`src/rtl/mem_bus_arbiter_pkg.sv`:
```
// Shared encodings and constants for the instruction/data memory bus arbiter.
package mem_bus_arbiter_pkg;

    typedef enum logic [1:0] {
        ArbIdle   = 2'd0,
        ArbAccess = 2'd1,
        ArbDone   = 2'd2
    } arb_state_e;

    typedef enum logic {
        OwnerIF  = 1'b0,
        OwnerMEM = 1'b1
    } owner_e;

    localparam logic [31:0] ZeroWord     = 32'h0000_0000;
    localparam logic        WriteEnable  = 1'b1;
    localparam logic        WriteDisable = 1'b0;
    localparam logic        RstEnable    = 1'b0;

endpackage

```
`src/rtl/mem_bus_watchdog.sv`:
```
// Access watchdog: counts ACCESS cycles and flags the last permitted wait cycle.
module mem_bus_watchdog #(
    parameter int TIMEOUT = 16
) (
    input  logic clk,
    input  logic resetn,
    input  logic clr,
    input  logic en,
    output logic timeout
);
    import mem_bus_arbiter_pkg::*;

    localparam int W = $clog2(TIMEOUT) + 1;
    localparam logic [W-1:0] LastCnt = W'(TIMEOUT - 1);

    logic [W-1:0] wd_cnt_q, wd_cnt_d;

    // Saturates at the last cycle so a held enable can never wrap back to zero.
    always_comb begin
        wd_cnt_d = wd_cnt_q;
        if (clr) begin
            wd_cnt_d = '0;
        end else if (en && wd_cnt_q != LastCnt) begin
            wd_cnt_d = wd_cnt_q + 1'b1;
        end
    end

    always_ff @(posedge clk) begin
        if (resetn == RstEnable) begin
            wd_cnt_q <= '0;
        end else begin
            wd_cnt_q <= wd_cnt_d;
        end
    end

    assign timeout = en && (wd_cnt_q == LastCnt);

endmodule

```
`src/rtl/mem_bus_arbiter.sv`:
```
// Single-port memory bus arbiter between instruction fetch and the MEM stage.
// MEM has priority; IF is forced through after STARVE_LIMIT consecutive losses.
module mem_bus_arbiter #(
    parameter int TIMEOUT      = 16,
    parameter int STARVE_LIMIT = 4
) (
    input  logic        clk,
    input  logic        resetn,
    input  logic        if_req,
    input  logic [31:0] if_addr,
    output logic [31:0] if_rdata,
    output logic        if_ready,
    input  logic        mem_req,
    input  logic        mem_we,
    input  logic [31:0] mem_addr,
    input  logic [31:0] mem_wdata,
    output logic [31:0] mem_rdata,
    output logic        mem_ready,
    output logic        ram_req,
    output logic        ram_we,
    output logic [31:0] ram_addr,
    output logic [31:0] ram_wdata,
    input  logic [31:0] ram_rdata,
    input  logic        ram_ack,
    output logic        bus_err,
    output logic        stall_o
);
    import mem_bus_arbiter_pkg::*;

    localparam int SW = $clog2(STARVE_LIMIT + 1);
    localparam logic [SW-1:0] StarveMax = SW'(STARVE_LIMIT);

    arb_state_e    state_q, state_d;
    owner_e        owner_q, owner_d;
    logic [SW-1:0] starve_q, starve_d;
    logic          ram_req_q, ram_req_d;
    logic          ram_we_q, ram_we_d;
    logic [31:0]   ram_addr_q, ram_addr_d;
    logic [31:0]   ram_wdata_q, ram_wdata_d;
    logic [31:0]   if_rdata_q, if_rdata_d;
    logic [31:0]   mem_rdata_q, mem_rdata_d;
    logic          if_ready_q, if_ready_d;
    logic          mem_ready_q, mem_ready_d;
    logic          bus_err_q, bus_err_d;

    logic wd_clr, wd_en, wd_timeout;
    logic pick_if;

    mem_bus_watchdog #(.TIMEOUT(TIMEOUT)) u_watchdog (
        .clk    (clk),
        .resetn (resetn),
        .clr    (wd_clr),
        .en     (wd_en),
        .timeout(wd_timeout)
    );

    assign pick_if = if_req && (!mem_req || starve_q == StarveMax);

    always_comb begin
        state_d     = state_q;
        owner_d     = owner_q;
        starve_d    = starve_q;
        ram_req_d   = ram_req_q;
        ram_we_d    = ram_we_q;
        ram_addr_d  = ram_addr_q;
        ram_wdata_d = ram_wdata_q;
        if_rdata_d  = if_rdata_q;
        mem_rdata_d = mem_rdata_q;
        if_ready_d  = 1'b0;
        mem_ready_d = 1'b0;
        bus_err_d   = 1'b0;
        wd_clr      = 1'b0;
        wd_en       = 1'b0;

        unique case (state_q)
            ArbIdle: begin
                if (if_req || mem_req) begin
                    ram_req_d = 1'b1;
                    wd_clr    = 1'b1;
                    state_d   = ArbAccess;
                    if (pick_if) begin
                        owner_d     = OwnerIF;
                        ram_we_d    = WriteDisable;
                        ram_addr_d  = if_addr;
                        ram_wdata_d = ZeroWord;
                        starve_d    = '0;
                    end else begin
                        owner_d     = OwnerMEM;
                        ram_we_d    = mem_we ? WriteEnable : WriteDisable;
                        ram_addr_d  = mem_addr;
                        ram_wdata_d = mem_wdata;
                        if (if_req && starve_q != StarveMax) begin
                            starve_d = starve_q + 1'b1;
                        end
                    end
                end
            end
            ArbAccess: begin
                wd_en = 1'b1;
                // Ack is checked first so an ack on the final wait cycle still completes cleanly.
                if (ram_ack || wd_timeout) begin
                    ram_req_d = 1'b0;
                    state_d   = ArbDone;
                    bus_err_d = !ram_ack;
                    if (owner_q == OwnerIF) begin
                        if_ready_d = 1'b1;
                        if (!ram_ack) begin
                            if_rdata_d = ZeroWord;
                        end else if (ram_we_q == WriteDisable) begin
                            if_rdata_d = ram_rdata;
                        end
                    end else begin
                        mem_ready_d = 1'b1;
                        if (!ram_ack) begin
                            mem_rdata_d = ZeroWord;
                        end else if (ram_we_q == WriteDisable) begin
                            mem_rdata_d = ram_rdata;
                        end
                    end
                end
            end
            ArbDone: begin
                state_d = ArbIdle;
            end
            default: begin
                state_d = ArbIdle;
            end
        endcase
    end

    always_ff @(posedge clk) begin
        if (resetn == RstEnable) begin
            state_q     <= ArbIdle;
            owner_q     <= OwnerIF;
            starve_q    <= '0;
            ram_req_q   <= 1'b0;
            ram_we_q    <= WriteDisable;
            ram_addr_q  <= ZeroWord;
            ram_wdata_q <= ZeroWord;
            if_rdata_q  <= ZeroWord;
            mem_rdata_q <= ZeroWord;
            if_ready_q  <= 1'b0;
            mem_ready_q <= 1'b0;
            bus_err_q   <= 1'b0;
        end else begin
            state_q     <= state_d;
            owner_q     <= owner_d;
            starve_q    <= starve_d;
            ram_req_q   <= ram_req_d;
            ram_we_q    <= ram_we_d;
            ram_addr_q  <= ram_addr_d;
            ram_wdata_q <= ram_wdata_d;
            if_rdata_q  <= if_rdata_d;
            mem_rdata_q <= mem_rdata_d;
            if_ready_q  <= if_ready_d;
            mem_ready_q <= mem_ready_d;
            bus_err_q   <= bus_err_d;
        end
    end

    assign ram_req   = ram_req_q;
    assign ram_we    = ram_we_q;
    assign ram_addr  = ram_addr_q;
    assign ram_wdata = ram_wdata_q;
    assign if_rdata  = if_rdata_q;
    assign mem_rdata = mem_rdata_q;
    assign if_ready  = if_ready_q;
    assign mem_ready = mem_ready_q;
    assign bus_err   = bus_err_q;
    assign stall_o   = (if_req && !if_ready_q) || (mem_req && !mem_ready_q);

endmodule
```
`config.mk`:
```
export PLATFORM = sky130hd
export DESIGN_NAME = mem_bus_arbiter
export DESIGN_NICKNAME = d
export VERILOG_FILES = /design/src/rtl/mem_bus_arbiter_pkg.sv /design/src/rtl/mem_bus_watchdog.sv /design/src/rtl/mem_bus_arbiter.sv
export SDC_FILE = /design/constraint.sdc
export NUM_CORES = 1
export LEC_CHECK = 0
export BUFFER_PORTS_ARGS = -buffer_cell sky130_fd_sc_hd__clkbuf_2
export CELL_PAD_IN_SITES_DETAIL_PLACEMENT = 1
export CELL_PAD_IN_SITES_GLOBAL_PLACEMENT = 2
export CORE_ASPECT_RATIO = 0.9
export CORE_MARGIN = 2
export CORE_UTILIZATION = 29
export CTS_BUF_LIST = sky130_fd_sc_hd__clkbuf_16
export CTS_CLUSTER_DIAMETER = 150
export DETAILED_ROUTE_END_ITERATION = 8
export PLACE_DENSITY = 0.89
export SKIP_LAST_GASP = 1
export SLEW_MARGIN = 15
export SYNTH_ARGS = -nofsm -noshare
export SYNTH_HDL_FRONTEND = slang
export SYNTH_SLANG_ARGS = --single-unit
```
`constraint.sdc`:
```
create_clock -name clk -period 3.8 [get_ports clk]
set_input_delay 0.95 -clock clk [delete_from_list [all_inputs] [get_ports clk]]
set_output_delay 0.95 -clock clk [all_outputs]
set_load 0.02 [all_outputs]
```
After elaboration in Yosys (flattened, before gate mapping)
Index checks and enable logic that the tools add are counted.
{"block": "word_totals", "regBits": 144, "word_cells": 70}
{"block": "op_classes", "addsub": 2, "n_eq_ne": 8, "n_mux": 20, "bitwise": 2, "n_reduce_logical": 25}
{"cell": "$mux W32", "n": 4}
{"cell": "$mux W1", "n": 10}
{"cell": "$reduce_and A3 Y1", "n": 3}
{"cell": "$reduce_and A4 Y1", "n": 2}
{"cell": "$logic_and A1 B1 Y1", "n": 6}
{"cell": "$mux W3", "n": 2}
{"cell": "$ne A2 B2 Y1 const B", "n": 3}
{"cell": "$add A5 B1 Y5 const B", "n": 1}
{"cell": "$eq A5 B4 Y1 const B", "n": 1}
{"cell": "$ne A5 B4 Y1 const B", "n": 1}
{"cell": "$logic_not A1 Y1", "n": 4}
{"cell": "$logic_or A1 B1 Y1", "n": 4}
{"cell": "$mux W2", "n": 2}
{"cell": "$pmux W2 S2", "n": 1}
{"cell": "$reduce_and A2 Y1", "n": 2}
{"cell": "$reduce_bool A2 Y1", "n": 2}
{"cell": "$add A3 B1 Y3 const B", "n": 1}
{"cell": "$eq A3 B3 Y1 const B", "n": 1}
{"cell": "$ne A3 B3 Y1 const B", "n": 1}
{"cell": "$eq A2 B1 Y1 const B", "n": 1}
{"cell": "$logic_not A2 Y1", "n": 1}
{"cell": "$not A1 Y1", "n": 2}
{"cell": "$pmux W1 S2", "n": 1}
{"cell": "$reduce_or A2 Y1", "n": 1}

Longest topological paths before layout
Gate-level depths: netlist (run 1).
{"block": "logic_depth", "word_depth": 6, "depth_mapped": 8, "mapped_depth_nobuf": 6}

By module
A second synthesis (run 1) with hierarchy kept.
{"block": "hier_totals", "hier_cells": 674, "hier_area_um2": 6443.7}
{"module": "mem_bus_arbiter", "instances": 1, "cells_per_inst": 647, "area_each_um2": 6194.7, "seq_area_each_um2": 2782.7}
{"module": "mem_bus_watchdog", "instances": 1, "cells_per_inst": 27, "area_each_um2": 249.0, "seq_area_each_um2": 100.1}

Least setup slack after synthesis (run 1)
Ideal clock, no wire load.
{"block": "synth_timing", "kind": "in2out", "from": "input if_req", "to": "output stall_o", "arrival_ns": 1.545, "required_time_ns": 2.850, "slack_ns": 1.305, "cell_stages": 3, "path_buffers": 1, "cell_sequence": "buf_2 -> inv_1 -> o22ai_1"}
{"block": "synth_between", "elab_chain_cells": 2}
{"item": "start, declared", "line": "mem_bus_arbiter.sv:9", "rtl": "input logic if_req,"}
{"item": "$logic_and A1 B1 Y1", "line": "mem_bus_arbiter.sv:170", "rtl": "assign stall_o = (if_req && !if_ready_q) || (mem_req && !mem_ready_q);"}
{"item": "$logic_or A1 B1 Y1", "line": "mem_bus_arbiter.sv:170"}
{"item": "end, declared", "line": "mem_bus_arbiter.sv:26", "rtl": "output logic stall_o"}
No other way between the ends.

Worst setup path in the final report (run 1)
{"block": "layout_timing", "from": "input mem_req", "to": "output stall_o"}
{"block": "layout_between", "elab_chain_cells": 2}
{"item": "start, declared", "line": "mem_bus_arbiter.sv:13", "rtl": "input logic mem_req,"}
{"item": "$logic_and A1 B1 Y1", "line": "mem_bus_arbiter.sv:170"}
{"item": "$logic_or A1 B1 Y1", "line": "mem_bus_arbiter.sv:170"}
No other way between the ends.

==> results of run 1 <==
[cell type report]
cell class              instances  area [um^2]  share of cell area, %
multi-input cells             411         2750                   34.2
inverters                       8         30.0                  0.374
clock inverters                15          168                   2.09
clock buffers                  17          425                   5.30
flip-flops and latches        144         2880                   35.9
repair buffers                279         1450                   18.1
well taps                     255          319                   3.97
[registers in the layout, summed over array words and instances, names as in the netlist]
register             flops
ram_addr                32
mem_rdata               32
starve_q                 3
ram_req                  1
owner_q                  1
bus_err                  1
mem_ready                1
if_ready                 1
if_rdata                32
u_watchdog.wd_cnt_q      5
ram_we                   1
ram_wdata               32
state_q                  2
[cells in the mapped netlist]
cell and count:
or3_1 2, mux2i_1 65, or3b_2 1, dfxtp_1 144, or2_1 1, a21boi_1 1
o32ai_1 2, nor3_1 32, a2111o_1 1, a31oi_1 1, nand2_1 133, nor3b_1 1
inv_1 7, and3_1 1, o211ai_1 1, nand4_1 2, o21ai_0 2, a211o_1 1
a211oi_2 1, buf_6 6, nor2_1 12, a211oi_1 1, clkbuf_1 45, and2_1 1
nand2b_1 4, a221o_1 32, buf_2 4, o22ai_1 1, a21oi_1 3, or3b_1 1
ha_1 4, a22o_1 33, nor4bb_1 1, buf_4 6, inv_2 1, buf_1 3
xnor2_1 2, nand3_1 33, a2111oi_4 1, o21a_1 1, a2111oi_0 32, a21o_1 1
[per-layer routing]
metal / vias to the layer above / track usage [%] / wire (um)
li1: 2762 / - / -
met5: - / 0 / 0
met2: 145 / 31.1 / 9700
met1: 2725 / 21.2 / 8340
met4: 0 / 7.02 / 480
met3: 30 / 3.65 / 861
[through the flow]
stage | hold WS, ns | instances | cell area, um^2
after CTS | 0.464 | 1129 | 8030
after global routing | 0.475 | 1129 | 8030
after detailed placement | 0.450 | 1097 | 7430
after global placement | 0.443 | 1097 | 7430
after floorplan | 0.436 | 627 | 5960
final | 0.463 | 1129 | 8030
[power groups by stage]
| stage | Clock, uW | Combinational (uW) | Sequential (uW) |
|---|---|---|---|
| after floorplan | 0 | 270 | 1750 |
| after global placement | 0 | 566 | 1670 |
| after detailed placement | 0 | 571 | 1670 |
| after CTS | 1730 | 572 | 1640 |
| after global routing | 1800 | 618 | 1650 |
| final | 1690 | 566 | 1640 |
[worst min-delay path: stages, from the launching register on]
cell	delay (ns)
dfxtp_1	0.31
nand2_1	0.05
mux2i_1	0.06
[final timing paths]
| check | startpoint | to | slack, ns | cells after the start |
|---|---|---|---|---|
| setup / recovery | mem_req | stall_o | 0.94 | 4 |
| hold reg to reg | if_rdata[20] | if_rdata[20] | 0.46 | 2 |
| hold / removal | if_rdata[20] | if_rdata[20] | 0.46 | 2 |
| setup reg to reg | starve_q[0] | ram_wdata[21] | 1.44 | 6 |
[logic make-up after synthesis]
group                      share of synthesized area [%]
muxes                                               10.9
AOI/OAI and AO/OA                                   17.5
buffers and inverters                               5.75
xor gates and xnor gates                           0.294
DFF                                                 48.4
and+or+nand+nor                                     16.3
adders and majority gates                          0.840
==> out/qor.csv, run 1 <==
metric,value,unit
via_count,5662,
setup_viol,0,
gp_congestion,0.737,
yosys.area.top_type,dfxtp_1,
start_util,29.7,%
place_hpwl,13500,um
cp_cell_sequence,"clkbuf_2, inv_2, o22ai_1, clkbuf_2",
rsz0062_at_grt,no,
synth.ff_latch_count,144,
cp-end-kind,output port,
synth_cell_type_count,42,
crit_top_cell,clkbuf_2,
fin_crit_sh,75.2,%
die_x,155,um
cp_max_fo,35,
drt-initial-drc-count,246,
die_area,0.0217,mm^2
cell_internal_pwr,2740,uW
grt_pass1_wl,31100,um
clock_latency,0.43,ns
worstSetupPathType,in -> out,
fin_ws,0.943,ns
p_comb_share,14.5,%
avgViaCountPerCell,5.02,
drtAntennaViolNets,0,
power.leakage,0.00375,uW
syn_area_per_cell,9.50,um^2
synth_top_area_share,48.4,%
clk_pin_slew_worst_paths,0.07,ns
fmaxAchievable,350,MHz
rows,49,
power_density,485,mW/mm^2
htree_levels,4,
final_util,40.0,%
report.final.slew_viol_count,0,
pwr-share-clk,43.3,%
hold_viol,0,
dr.pass1.iters,4,
final_nets,999,
max_cap_viol_count,0,
ys_seq_area_share,48.4,%
drive_above_1_share,36.6,%
wl_per_cell,17.2,um
setup_tns,0,ns
grt.total_usage,17.7,%
fp.dieH,140,um
drt-total-wl,19400,um
fin_skew,0.0137,ns
drc,0,
synthCells,627,
ctsHoldBuffers,0,
arrival,1.91,ns
antennaDiodeCount,0,
syn-num-nets,765,
grt_pass1_vias,5847,
coreArea,0.0200,mm^2
start_kind,primary input,
p_sw,1150,uW
switching_share,29.6,%
cts_resized,0,
clock-sinks,144,
cp_top_family,buffers and inverters,
sequentialPowerShare,42.1,%
final_cell_mix,"clkbuf_2, dfxtp_1, nand2_1",
cts_setup_buffers,0,
final_common_cell,clkbuf_2,
cts_max_path_buffers,2,
cts_made_buffers,17,
nFillCells,2408,
antenna_found_initial,0,
cts_root_buffer,clkbuf_16,
fin_crit,2.86,ns
netlist_area,0.00596,mm^2
areaGrowthSynthToFinish,34.7,%
cts_tree,yes,
required,2.85,ns
pre_cts_slack,0.947,ns
power,3890,uW
cp_num_buf_inv,3,
worstMarginPinSlew,1.14,ns
port_buffers,267,
overflow,0,
yosys_warnings,0,
crit_slowest_cell,inv_2,
max_slew_margin,24.0,%
status,finished clean,
hp-class,reg -> reg,
crit_path_max_incr_delay,0.44,ns
synth_area_leaders,"dfxtp_1, mux2i_1, nand2_1, a221o_1, a22o_1",
grt_max_degree,99,
ios,268,
peakVddDrop,296,uV
Power figures use the tool's default switching activity.
==> inputs of run 2 (changes only) <==
Settings changed: CORE_UTILIZATION 29 to 27, PLACE_DENSITY 0.89 to 0.84.
Clock period 3.8 ns to 2.7 ns, I/O delays scaled along.
==> out/qor.csv, run 2 (synthesis results as in run 1) <==
metric,value,unit
status,finished clean,
setup_viol,0,
power_density,679,mW/mm^2
port_buffers,267,
required,3.04,ns
drive_above_1_share,36.9,%
nFillCells,2562,
grt_pass1_wl,32300,um
grt.total_usage,17.4,%
cts_setup_buffers,0,
avgViaCountPerCell,4.89,
via_count,5719,
cp-end-kind,register,
setup_tns,0,ns
rsz0062_at_grt,no,
die_x,161,um
cts_root_buffer,clkbuf_16,
clock-sinks,144,
final_nets,1003,
min_from,if_rdata[25],
grt_pass1_vias,5818,
place_hpwl,14300,um
crit_top_cell,ha_1,
drt-initial-drc-count,347,
rows,51,
clock_latency,0.42,ns
power.leakage,0.00378,uW
r2r_start,u_watchdog.wd_cnt_q[0],
overflow,0,
final_common_cell,clkbuf_2,
antenna_found_initial,0,
crit_path_max_incr_delay,0.78,ns
met2_usage,28.6,%
ctsHoldBuffers,0,
wl_per_cell,17.2,um
crit_slowest_cell,a211o_2,
r2r_cells,6,
drtAntennaViolNets,0,
die_area,0.0233,mm^2
fin_crit_sh,87.2,%
fp.dieH,145,um
cts_tree,yes,
reg2reg_slack,0.35,ns
coreArea,0.0216,mm^2
arrival,2.69,ns
final_util,37.8,%
gr-usage-met3,4.26,%
grt.met1_usage,21.9,%
max_slew_margin,34.9,%
start_kind,register,
r2r_end,mem_rdata[22],
worstMarginPinSlew,0.976,ns
cts_max_path_buffers,2,
peakVddDrop,281,uV
cp_max_fo,32,
grt_max_degree,67,
ios,268,
whs_path_depth,2,
busiest_layer,met2,
cp_cell_sequence,"ha_1, and3_1, ha_1, nand2b_1, a211o_2, mux2i_1",
dr.pass1.iters,4,
cts_made_buffers,17,
hp-class,reg -> reg,
min_to,if_rdata[25],
cts_resized,0,
pre_cts_slack,0.356,ns
fin_crit,2.35,ns
fin_ws,0.345,ns
drc,0,
report.final.slew_viol_count,0,
hold_viol,0,
fmaxAchievable,425,MHz
max_cap_viol_count,0,
htree_levels,4,
fin_skew,0.0128,ns
start_util,27.5,%
drt-total-wl,20200,um
areaGrowthSynthToFinish,37.1,%
final_cell_mix,"clkbuf_2, dfxtp_1, nand2_1",
gp_congestion,0.743,
clk_pin_slew_worst_paths,0.06,ns
antennaDiodeCount,0,
crit_path_start,u_watchdog.wd_cnt_q[0],
worstSetupPathType,reg -> reg,
==> run 2: cell count changes in the layout (fill, tap and decap cells not counted) <==
| cell | delta |
|---|---|
| clkinv_4 | -1 |
| buf_12 | +5 |
| clkinvlp_4 | +3 |
| inv_8 | -2 |
| clkinv_8 | -1 |
| buf_4 | -1 |
| bufinv_16 | +1 |
==> run 2: worst max path at each step <==
stage,end,slack (ns),cells after the start
final,mem_rdata[22],0.35,6
after global routing,mem_rdata[15],0.12,6
after CTS,mem_rdata[22],0.28,6
after detailed placement,mem_rdata[11],0.36,6
after global placement,mem_rdata[17],0.40,6
after floorplan,stall_o,0.76,3
==> run 2: cell type report <==
| class | instances | area, um^2 | share of cell area, % |
|---|---|---|---|
| multi-input combinational | 411 | 2750 | 33.6 |
| timing repair buffer | 283 | 1550 | 18.9 |
| sequential | 144 | 2880 | 35.3 |
| tap | 291 | 364 | 4.46 |
| clock inverter | 15 | 173 | 2.11 |
| inverter | 8 | 30.0 | 0.368 |
| clock buffer | 17 | 425 | 5.21 |
==> run 2: worst max-delay path, delay by kind of cell (launching register included) <==
family / cells / cell delay, ns
flops: 1 / 0.33
fa+ha+maj: 2 / 0.48
compound gates: 1 / 0.78
simple gates: 2 / 0.36
mux: 1 / 0.27
==> run 2: power breakdown <==
part / total [uW] / switching, uW / internal, uW
clock: 2420 / 1030 / 1390
combinational: 821 / 504 / 317
sequential: 2310 / 67.3 / 2240
total: 5550 / 1600 / 3940
==> run 2: routing by layer <==
layer / vias to the layer above / routed length [um] / share of wire (%)
li1: 2764 / - / -
met1: 2772 / 8780 / 44
met2: 153 / 9880 / 49
met3: 30 / 1020 / 5.1
met4: 0 / 472 / 2.3
met5: - / 0 / 0
==> run 2: stage by stage <==
step	instance area, um^2	hold WS [ns]	total power, uW	std cells
finish	8170	0.457	5550	1169
global route	8170	0.442	5820	1169
CTS	8170	0.436	5640	1169
detailed placement	7570	0.449	3180	1137
global placement	7570	0.442	3170	1137
floorplan	5960	0.436	2850	627
